### src/rtl/pry2oht_scan_if.sv
// rtl/pry2oht_scan_if.sv - request-vector in / one-hot item out handshake bundle
interface pry2oht_scan_if #(
  parameter int WIDTH = 32
);
  localparam int IDX_W = $clog2(WIDTH);

  logic             vec_vld;
  logic [WIDTH-1:0] vec;
  logic             vec_rdy;
  logic             oht_vld;
  logic [WIDTH-1:0] oht;
  logic [IDX_W-1:0] idx;
  logic             lst;
  logic             oht_rdy;

  modport master (
    output vec_vld, vec, oht_rdy,
    input  vec_rdy, oht_vld, oht, idx, lst
  );

  modport slave (
    input  vec_vld, vec, oht_rdy,
    output vec_rdy, oht_vld, oht, idx, lst
  );
endinterface

### src/rtl/pry2oht_scan.sv
// rtl/pry2oht_scan.sv - emits the set bits of a request vector one per handshake, in priority order
module pry2oht #(
  parameter int    WIDTH          = 32,
  parameter string DIRECTION      = "LSB",
  parameter int    IMPLEMENTATION = 0
) (
  input  logic [WIDTH-1:0] req,
  output logic [WIDTH-1:0] sel
);
  logic [WIDTH-1:0] fwd;
  logic [WIDTH-1:0] fsel;

  // MSB priority is LSB priority on the bit-reversed vector
  always_comb begin
    fwd = '0;
    sel = '0;
    for (int i = 0; i < WIDTH; i++) begin
      fwd[i] = (DIRECTION == "MSB") ? req[WIDTH-1-i] : req[i];
      sel[i] = (DIRECTION == "MSB") ? fsel[WIDTH-1-i] : fsel[i];
    end
  end

  generate
    if (IMPLEMENTATION == 1) begin : g_arith
      assign fsel = fwd & (~fwd + WIDTH'(1));
    end else begin : g_loop
      always_comb begin
        logic found;
        found = 1'b0;
        fsel  = '0;
        for (int i = 0; i < WIDTH; i++) begin
          if (fwd[i] && !found) begin
            fsel[i] = 1'b1;
            found   = 1'b1;
          end
        end
      end
    end
  endgenerate
endmodule

module pry2oht_scan #(
  parameter int    WIDTH          = 32,
  parameter string DIRECTION      = "LSB",
  parameter int    IMPLEMENTATION = 0
) (
  input  logic           clk,
  input  logic           rst,
  pry2oht_scan_if.slave  bus
);
  localparam int IDX_W = $clog2(WIDTH);

  typedef enum logic [0:0] {IDLE, SCAN} state_t;

  state_t           state_q, state_d;
  logic [WIDTH-1:0] rem_q, rem_d;
  logic [WIDTH-1:0] sel;
  logic [IDX_W-1:0] sel_idx;

  logic             vec_rdy;
  logic             oht_vld;
  logic [WIDTH-1:0] oht;
  logic [IDX_W-1:0] idx;
  logic             lst;

  pry2oht #(
    .WIDTH          (WIDTH),
    .DIRECTION      (DIRECTION),
    .IMPLEMENTATION (IMPLEMENTATION)
  ) u_pry2oht (
    .req (rem_q),
    .sel (sel)
  );

  always_comb begin
    sel_idx = '0;
    for (int i = 0; i < WIDTH; i++) begin
      if (sel[i]) sel_idx = sel_idx | IDX_W'(i);
    end
  end

  always_ff @(posedge clk) begin
    if (rst) begin
      state_q <= IDLE;
      rem_q   <= '0;
    end else begin
      state_q <= state_d;
      rem_q   <= rem_d;
    end
  end

  always_comb begin
    state_d = state_q;
    rem_d   = rem_q;
    oht_vld = 1'b0;
    oht     = '0;
    idx     = '0;
    lst     = 1'b0;
    vec_rdy = 1'b0;
    case (state_q)
      IDLE: begin
        vec_rdy = 1'b1;
        if (bus.vec_vld && bus.vec != '0) begin
          rem_d   = bus.vec;
          state_d = SCAN;
        end
      end
      SCAN: begin
        oht_vld = 1'b1;
        oht     = sel;
        idx     = sel_idx;
        lst     = ((rem_q & ~sel) == '0);
        // the last item can hand over to the next vector in the same cycle
        vec_rdy = lst && bus.oht_rdy;
        if (bus.oht_rdy) begin
          rem_d = rem_q & ~sel;
          if (lst) begin
            if (bus.vec_vld && bus.vec != '0) begin
              rem_d = bus.vec;
            end else begin
              state_d = IDLE;
            end
          end
        end
      end
      default: begin
        state_d = IDLE;
        rem_d   = '0;
      end
    endcase
  end

  assign bus.vec_rdy = vec_rdy;
  assign bus.oht_vld = oht_vld;
  assign bus.oht     = oht;
  assign bus.idx     = idx;
  assign bus.lst     = lst;
endmodule
### src/flat_wrapper.sv
// flat-port wrapper written by rule: the top's interface ports become plain ports
module pry2oht_scan_flat 
#(
  parameter int    WIDTH          = 32,
  parameter string DIRECTION      = "   ",
  parameter int    IMPLEMENTATION = 0
)
  (clk, rst, bus_vec_vld, bus_vec, bus_oht_rdy, bus_vec_rdy, bus_oht_vld, bus_oht, bus_idx, bus_lst);
  pry2oht_scan_if #(.WIDTH(WIDTH)) bus_i ();
  input  logic clk;
  input  logic rst;
  input wire logic [$bits(bus_i.vec_vld)-1:0] bus_vec_vld;
  input wire logic [$bits(bus_i.vec)-1:0] bus_vec;
  input wire logic [$bits(bus_i.oht_rdy)-1:0] bus_oht_rdy;
  output wire logic [$bits(bus_i.vec_rdy)-1:0] bus_vec_rdy;
  output wire logic [$bits(bus_i.oht_vld)-1:0] bus_oht_vld;
  output wire logic [$bits(bus_i.oht)-1:0] bus_oht;
  output wire logic [$bits(bus_i.idx)-1:0] bus_idx;
  output wire logic [$bits(bus_i.lst)-1:0] bus_lst;
  assign bus_i.vec_vld = bus_vec_vld;
  assign bus_i.vec = bus_vec;
  assign bus_i.oht_rdy = bus_oht_rdy;
  assign bus_vec_rdy = bus_i.vec_rdy;
  assign bus_oht_vld = bus_i.oht_vld;
  assign bus_oht = bus_i.oht;
  assign bus_idx = bus_i.idx;
  assign bus_lst = bus_i.lst;
  pry2oht_scan #(.WIDTH(WIDTH), .DIRECTION(DIRECTION), .IMPLEMENTATION(IMPLEMENTATION)) u_core (.clk(clk), .rst(rst), .bus(bus_i));
endmodule
### config.mk
export PLATFORM = sky130hd
export DESIGN_NAME = pry2oht_scan_flat
export DESIGN_NICKNAME = d
export VERILOG_FILES = /design/src/rtl/pry2oht_scan_if.sv /design/src/rtl/pry2oht_scan.sv /design/src/flat_wrapper.sv
export SDC_FILE = /design/constraint.sdc
export NUM_CORES = 1
export LEC_CHECK = 0
export ABC_CLOCK_PERIOD_IN_PS = 3800
export BUFFER_PORTS_ARGS = -buffer_cell sky130_fd_sc_hd__buf_2
export CAP_MARGIN = 15
export CORE_MARGIN = 2
export CORE_UTILIZATION = 50
export CTS_CLUSTER_DIAMETER = 120
export DETAILED_ROUTE_END_ITERATION = 12
export GPL_TIMING_DRIVEN = 0
export PLACE_DENSITY = 0.85
export SYNTH_ARGS = -nofsm -noshare
export SYNTH_HDL_FRONTEND = slang
export SYNTH_HIERARCHICAL = 1
export SYNTH_SLANG_ARGS = --single-unit
### constraint.sdc
create_clock -name clk -period 3.8 [get_ports clk]
set_clock_uncertainty 0.1 [all_clocks]
set_input_delay 0.38 -clock clk [delete_from_list [all_inputs] [get_ports clk]]
set_output_delay 0.38 -clock clk [all_outputs]
set_load 0.03 [all_outputs]
* Word level (Yosys, flattened, before mapping)
Index checks and enable logic that the tools add are counted.
** Storage, ports and cells
- Flip-flop bits (word level) :: 33
- Input bits :: 36
** Cells by class
- Equal/unequal tests :: 4
- Muxes and demuxes :: 122
- Bitwise operators :: 3
- Reduce and logical (&&, ||, !) cells :: 68
** Operator list (count)
- 32-bit 2-to-1 mux :: 12
- 5-bit 2-to-1 mux :: 17
- 1-bit 2-to-1 mux :: 76
- 32-bit one-hot mux with 2 select lines :: 1
- 1-bit logical AND :: 33
- 32-bit bitwise AND :: 1
- 32-bit logical NOT :: 1
- 4-bit 2-to-1 mux :: 8
- 32-bit inverter :: 1
- 32-bit nonzero test :: 1
- 1-bit logical NOT :: 31
- 3-bit 2-to-1 mux :: 4
- 2-bit != test (second input constant) :: 3
- 2-bit 2-to-1 mux :: 2
- 1-bit one-hot mux with 2 select lines :: 2
- 4-bit AND reduction :: 1
- 3-bit by 1-bit != test with 1-bit output (second input constant) :: 1
- 2-bit AND reduction :: 1
- 1-bit inverter :: 1

* Longest topological paths before layout
- Word-level depth :: 106
- Mapped depth :: 13

* Modules after synthesis
The synthesis kept the hierarchy.
** By module, submodules not included
- pry2oht_scan :: instances 1, cells an instance 301, area an instance 2483.6 um2
- pry2oht :: instances 1, cells an instance 57, area an instance 404.1 um2

* Worst setup path after synthesis
OpenSTA, ideal clock, no wires.
- Kind :: register -> output
- From :: reg u_core.rem_q[1]
- To :: out bus_lst
- Arrival time :: 2.680 ns
- Required time :: 3.320 ns
- Setup slack :: 0.640 ns
- Cell stages (with the launch flop) :: 10
- Path buffers :: 1
- Cells stage by stage :: dfxtp_1 or4_4 nor3_2 buf_4 nand4_2 nor3b_1 nand2b_1 o2111ai_1 nor4_2 and3_1
** RTL lines
- from (decl) :: line pry2oht_scan.sv:56 : logic [WIDTH-1:0] rem_q, rem_d;
- from (signal assigned) :: line pry2oht_scan.sv:88 : rem_q <= rem_d;
- 1-bit logical AND (*) :: line pry2oht_scan.sv:32 : if (fwd[i] && !found) begin
- 1-bit 2-to-1 mux (*) :: line pry2oht_scan.sv:32
- 1-bit logical NOT :: line pry2oht_scan.sv:32
- 1-bit logical AND :: line pry2oht_scan.sv:32
- 1-bit 2-to-1 mux (*) :: line pry2oht_scan.sv:32
- 1-bit logical NOT :: line pry2oht_scan.sv:32
- 1-bit logical AND :: line pry2oht_scan.sv:32
- 1-bit 2-to-1 mux (*) :: line pry2oht_scan.sv:32
- [... 78 more ...]
- 1-bit logical NOT (*) :: line pry2oht_scan.sv:32
- 1-bit logical AND (*) :: line pry2oht_scan.sv:32
- 1-bit 2-to-1 mux (*) :: line pry2oht_scan.sv:32
- named net u_core.sel[30] :: line pry2oht_scan.sv:57 : logic [WIDTH-1:0] sel;
- 32-bit inverter (*) :: line pry2oht_scan.sv:112 : lst = ((rem_q & ~sel) == '0);
- 32-bit bitwise AND (*) :: line pry2oht_scan.sv:112
- 32-bit logical NOT (*) :: line pry2oht_scan.sv:112
- 1-bit 2-to-1 mux (*) :: line pry2oht_scan.sv:100 : case (state_q)
- to (decl) :: line flat_wrapper.sv:19 : output wire logic [$bits(bus_i.lst)-1:0] bus_lst;
The timed path passes the listed nets; every way through them passes the cells marked *.

* Final worst setup path
- From :: reg u_core.rem_q[1]
- To :: out bus_vec_rdy
** RTL lines
- 1-bit logical AND (*) :: line pry2oht_scan.sv:32
- 1-bit 2-to-1 mux (*) :: line pry2oht_scan.sv:32
- 1-bit logical NOT :: line pry2oht_scan.sv:32
- 1-bit logical AND :: line pry2oht_scan.sv:32
- 1-bit 2-to-1 mux (*) :: line pry2oht_scan.sv:32
- 1-bit logical NOT :: line pry2oht_scan.sv:32
- 1-bit logical AND :: line pry2oht_scan.sv:32
- 1-bit 2-to-1 mux (*) :: line pry2oht_scan.sv:32
- [... 64 more ...]
- 1-bit logical AND (*) :: line pry2oht_scan.sv:32
- 1-bit 2-to-1 mux (*) :: line pry2oht_scan.sv:32
- named net u_core.sel[25] :: line pry2oht_scan.sv:57
- 32-bit inverter (*) :: line pry2oht_scan.sv:112
- 32-bit bitwise AND (*) :: line pry2oht_scan.sv:112
- 32-bit logical NOT (*) :: line pry2oht_scan.sv:112
- 1-bit logical AND (*) :: line pry2oht_scan.sv:114 : vec_rdy = lst && bus.oht_rdy;
- 1-bit one-hot mux with 2 select lines (*) :: line pry2oht_scan.sv:100
- to (decl) :: line flat_wrapper.sv:15 : output wire logic [$bits(bus_i.vec_rdy)-1:0] bus_vec_rdy;
Marked as above.

==> results by group <==
Clock tree
  • Num CTS Buffers: 5
  • CTS tree: yes
  • Clk slew on worst S/H paths: 70 ps
  • H-tree levels: 2
  • Max Root-Sink Buffers: 2
  • # clock sinks: 33
  • Skew-Pair Late Insertion Delay: 290 ps
  • CTS Root Cell: clkbuf_8

Worst hold path
  • Worst Hold Class: in2reg

Cells and area
  • Fin area: 3520 um2
  • N_diodes: 0
  • Finished Layout Cells: 516
  • Fraction of layout cells with a size suffix above 1: 0.331
  • NumNets Final: 479
  • Fillcell total: 498
  • Area growth syn-to-layout: 21.9%
  • Core Util, Final: 0.635

Timing
  • Final Hold Vio Count: 0
  • Final setup fails: 0
  • Peak Freq: 271 MHz
  • Unrepaired setup endpoints after global routing: no
  • Least-Margin Pin Slew: 1160 ps
  • Slew Limit Fails: 0
  • Max_slew headroom: 0.214
  • Final min period: 3690 ps
  • Fin crit share: 0.970

Floorplanning
  • Die area: 6400 um2
  • IO Count: 76
  • Core box area: 5540 um2
  • Core Rows: 27
  • Die height: 80.0 um
  • Chip width: 80.0 um
  • Starting density of the core: 0.521

Worst setup path
  • Critical path startpoint category: register
  • CP required: 3320 ps
  • Setup CP Type: reg2out
  • Worst path cell trace: or4_4, nor3_4, and3_2, and4b_1, nand2b_1, o2111ai_1, nor4_4, nand3_1, nand2_1, clkbuf_4
  • Worst setup EP type: output port
  • Critical path arrival: 3210 ps
  • Crit-path max FO: 7
  • CP max stage delay: 600 ps
  • Slowest stage cell, crit path: or4_4

Power
  • Pleak: 1.43 nW
  • PwrDens: 298 nW/um2
  • Total Power: 1.05 mW
  • Worst vdd ir: 0.216 mV

Place
  • Placed cell count: 504
  • GPL Wtd Cong: 1.03
  • PortBufs: 74
  • Placed Area: 3350 um2
  • HPWL after DPL: 7250 um

Drt
  • Drt drc: 0
  • Antenna viol nets, final: 0
  • Routed vias/inst: 6.14
  • Vias: 3166
  • Pre-antenna DRT Iters: 5
  • Final wirelength: 9130 um
  • Initial DRC Count: 287
  • Post-DR wirelength/cell: 17.7 um

Synthesis
  • Yosys warns: 6
  • Distinct cells, synth: 43
  • Syn_nets: 394
  • Avg Inst Size Synth: 8.07 um2
  • #FFs+latches synth: 33
  • Post-Synthesis Cell Area: 2890 um2
  • Post-synthesis sequential area ratio: 0.229
  • Cells after Synth: 358

Global route
  • Largest net degree at the start of global routing: 11
  • Global Route Usage Sum: 0.285
  • Vias in the first global route: 2931
  • First-pass GRT wire length: 14100 um
  • Initial antenna violation count: 0
  • Grt total ovfl: 0

Run status
  • Status: finished clean

Job
  • Max-Cap Viols: 0
[cells in the mapped netlist]
master | n | area share
nor4b_2 | 1 | 0.0052
nor3_1 | 2 | 0.0035
and3b_2 | 1 | 0.0035
nand2_1 | 66 | 0.086
nand4_2 | 1 | 0.0043
o21ai_1 | 1 | 0.0017
buf_2 | 4 | 0.0069
o2111ai_1 | 7 | 0.021
nor4b_1 | 1 | 0.0030
o31ai_2 | 30 | 0.13
and3_2 | 1 | 0.0026
and2_1 | 35 | 0.076
nand3_1 | 1 | 0.0017
nor4_2 | 1 | 0.0043
nor4_1 | 22 | 0.048
dfxtp_1 | 33 | 0.23
and3_4 | 1 | 0.0039
a21oi_1 | 4 | 0.0069
or4_1 | 3 | 0.0078
or4_4 | 1 | 0.0039
nor3b_1 | 4 | 0.010
nand2b_1 | 24 | 0.052
a21o_4 | 1 | 0.0052
and3b_1 | 4 | 0.012
inv_2 | 3 | 0.0039
nor4_4 | 1 | 0.0074
o31ai_1 | 2 | 0.0052
and3_1 | 7 | 0.015
and4_1 | 3 | 0.0091
nand4b_1 | 32 | 0.097
o2111ai_2 | 1 | 0.0052
or3_1 | 1 | 0.0022
and4b_1 | 6 | 0.021
nor3_2 | 1 | 0.0035
buf_4 | 2 | 0.0052
a41oi_1 | 3 | 0.0091
buf_12 | 4 | 0.028
nor2_1 | 12 | 0.016
inv_1 | 11 | 0.014
nand4_1 | 2 | 0.0043
clkbuf_1 | 16 | 0.021
nor2b_1 | 1 | 0.0022
and2_4 | 1 | 0.0030
[metrics by stage]
stage                     setup slack [ps]  hold slack (ps)  TNS (ps)
final                                  115              292         0
after global routing                  8.35              301         0
after CTS                             18.2              284         0
after detailed placement             -88.8              381     -2380
after global placement               -47.8              370     -1310
after floorplan                        640              352         0
[placed cells by master (no fill, tap or decap), types with 16 or more instances in the layout]
cell | netlist | layout
nand2b_1 | 24 | 24
nor4_1 | 22 | 22
and2_1 | 35 | 35
clkbuf_1 | 16 | 16
nand2_1 | 66 | 66
o31ai_2 | 30 | 30
nand4b_1 | 32 | 32
dfxtp_1 | 33 | 33
buf_2 | 4 | 77
[final timing paths]
| path | slack, ps | endpoint | depth (start not counted) | startpoint |
|---|---|---|---|---|
| setup / recovery | 110 | bus_vec_rdy | 10 | u_core/rem_q[1]$_SDFFE_PP0P_ |
| hold / removal | 290 | u_core/rem_q[13]$_SDFFE_PP0P_ | 3 | bus_vec[13] |
| setup reg to reg | 340 | u_core/rem_q[27]$_SDFFE_PP0P_ | 12 | u_core/rem_q[1]$_SDFFE_PP0P_ |
| hold reg to reg | 390 | u_core/rem_q[31]$_SDFFE_PP0P_ | 2 | u_core/rem_q[31]$_SDFFE_PP0P_ |
[worst max-delay path: cells and delay by family (launching register included)]
| kind | cells | cell delay [ps] |
|---|---|---|
| flops | 1 | 360 |
| simple gates | 8 | 2170 |
| compound gates | 1 | 170 |
| buf+inv | 1 | 190 |
[metal layers]
| layer | up-vias | wire [um] | GRT usage | part of all wire |
|---|---|---|---|---|
| met4 | 0 | 193 | 0.115 | 0.021 |
| li1 | 1503 | - | - | - |
| met3 | 17 | 783 | 0.0498 | 0.086 |
| met2 | 178 | 4210 | 0.460 | 0.46 |
| met1 | 1468 | 3950 | 0.373 | 0.43 |
| met5 | - | 0 | 0 | 0 |
[power breakdown]
| part | internal (mW) | total [mW] | switching [mW] |
|---|---|---|---|
| Combinational | 0.142 | 0.357 | 0.215 |
| Sequential | 0.369 | 0.398 | 0.0292 |
| Clock | 0.164 | 0.295 | 0.131 |
| Total | 0.675 | 1.05 | 0.376 |
[area by class of cell]
class	instances	area [um2]	share of cell area
plain buffers	26	175	0.0498
multi-input cells	285	2040	0.579
clock inverters	1	5.00	0.00142
repair buffers	78	403	0.114
flip-flops and latches	33	661	0.188
well taps	72	90.1	0.0256
inverters	14	52.6	0.0149
clock buffers	7	96.3	0.0274
[what timing repair did]
action	4_1_cts	5_1_grt
hold buffers	0	0
buffers inserted	1	3
pin swaps	1	4
gates resized for setup	3	7
endpoints found under the setup margin	32	2
gates cloned	0	0
[flip-flops by register name, summed over array words and instances (netlist names)]
register	count
u_core/rem_q	32
u_core/state_q	1
[cells by family after synthesis]
group           Yosys count  synth area share
compound gates           49             0.185
buf+inv                  40            0.0789
flops                    33             0.229
simple gates            236             0.508
Note: power is estimated with default switching activity, not from simulation.
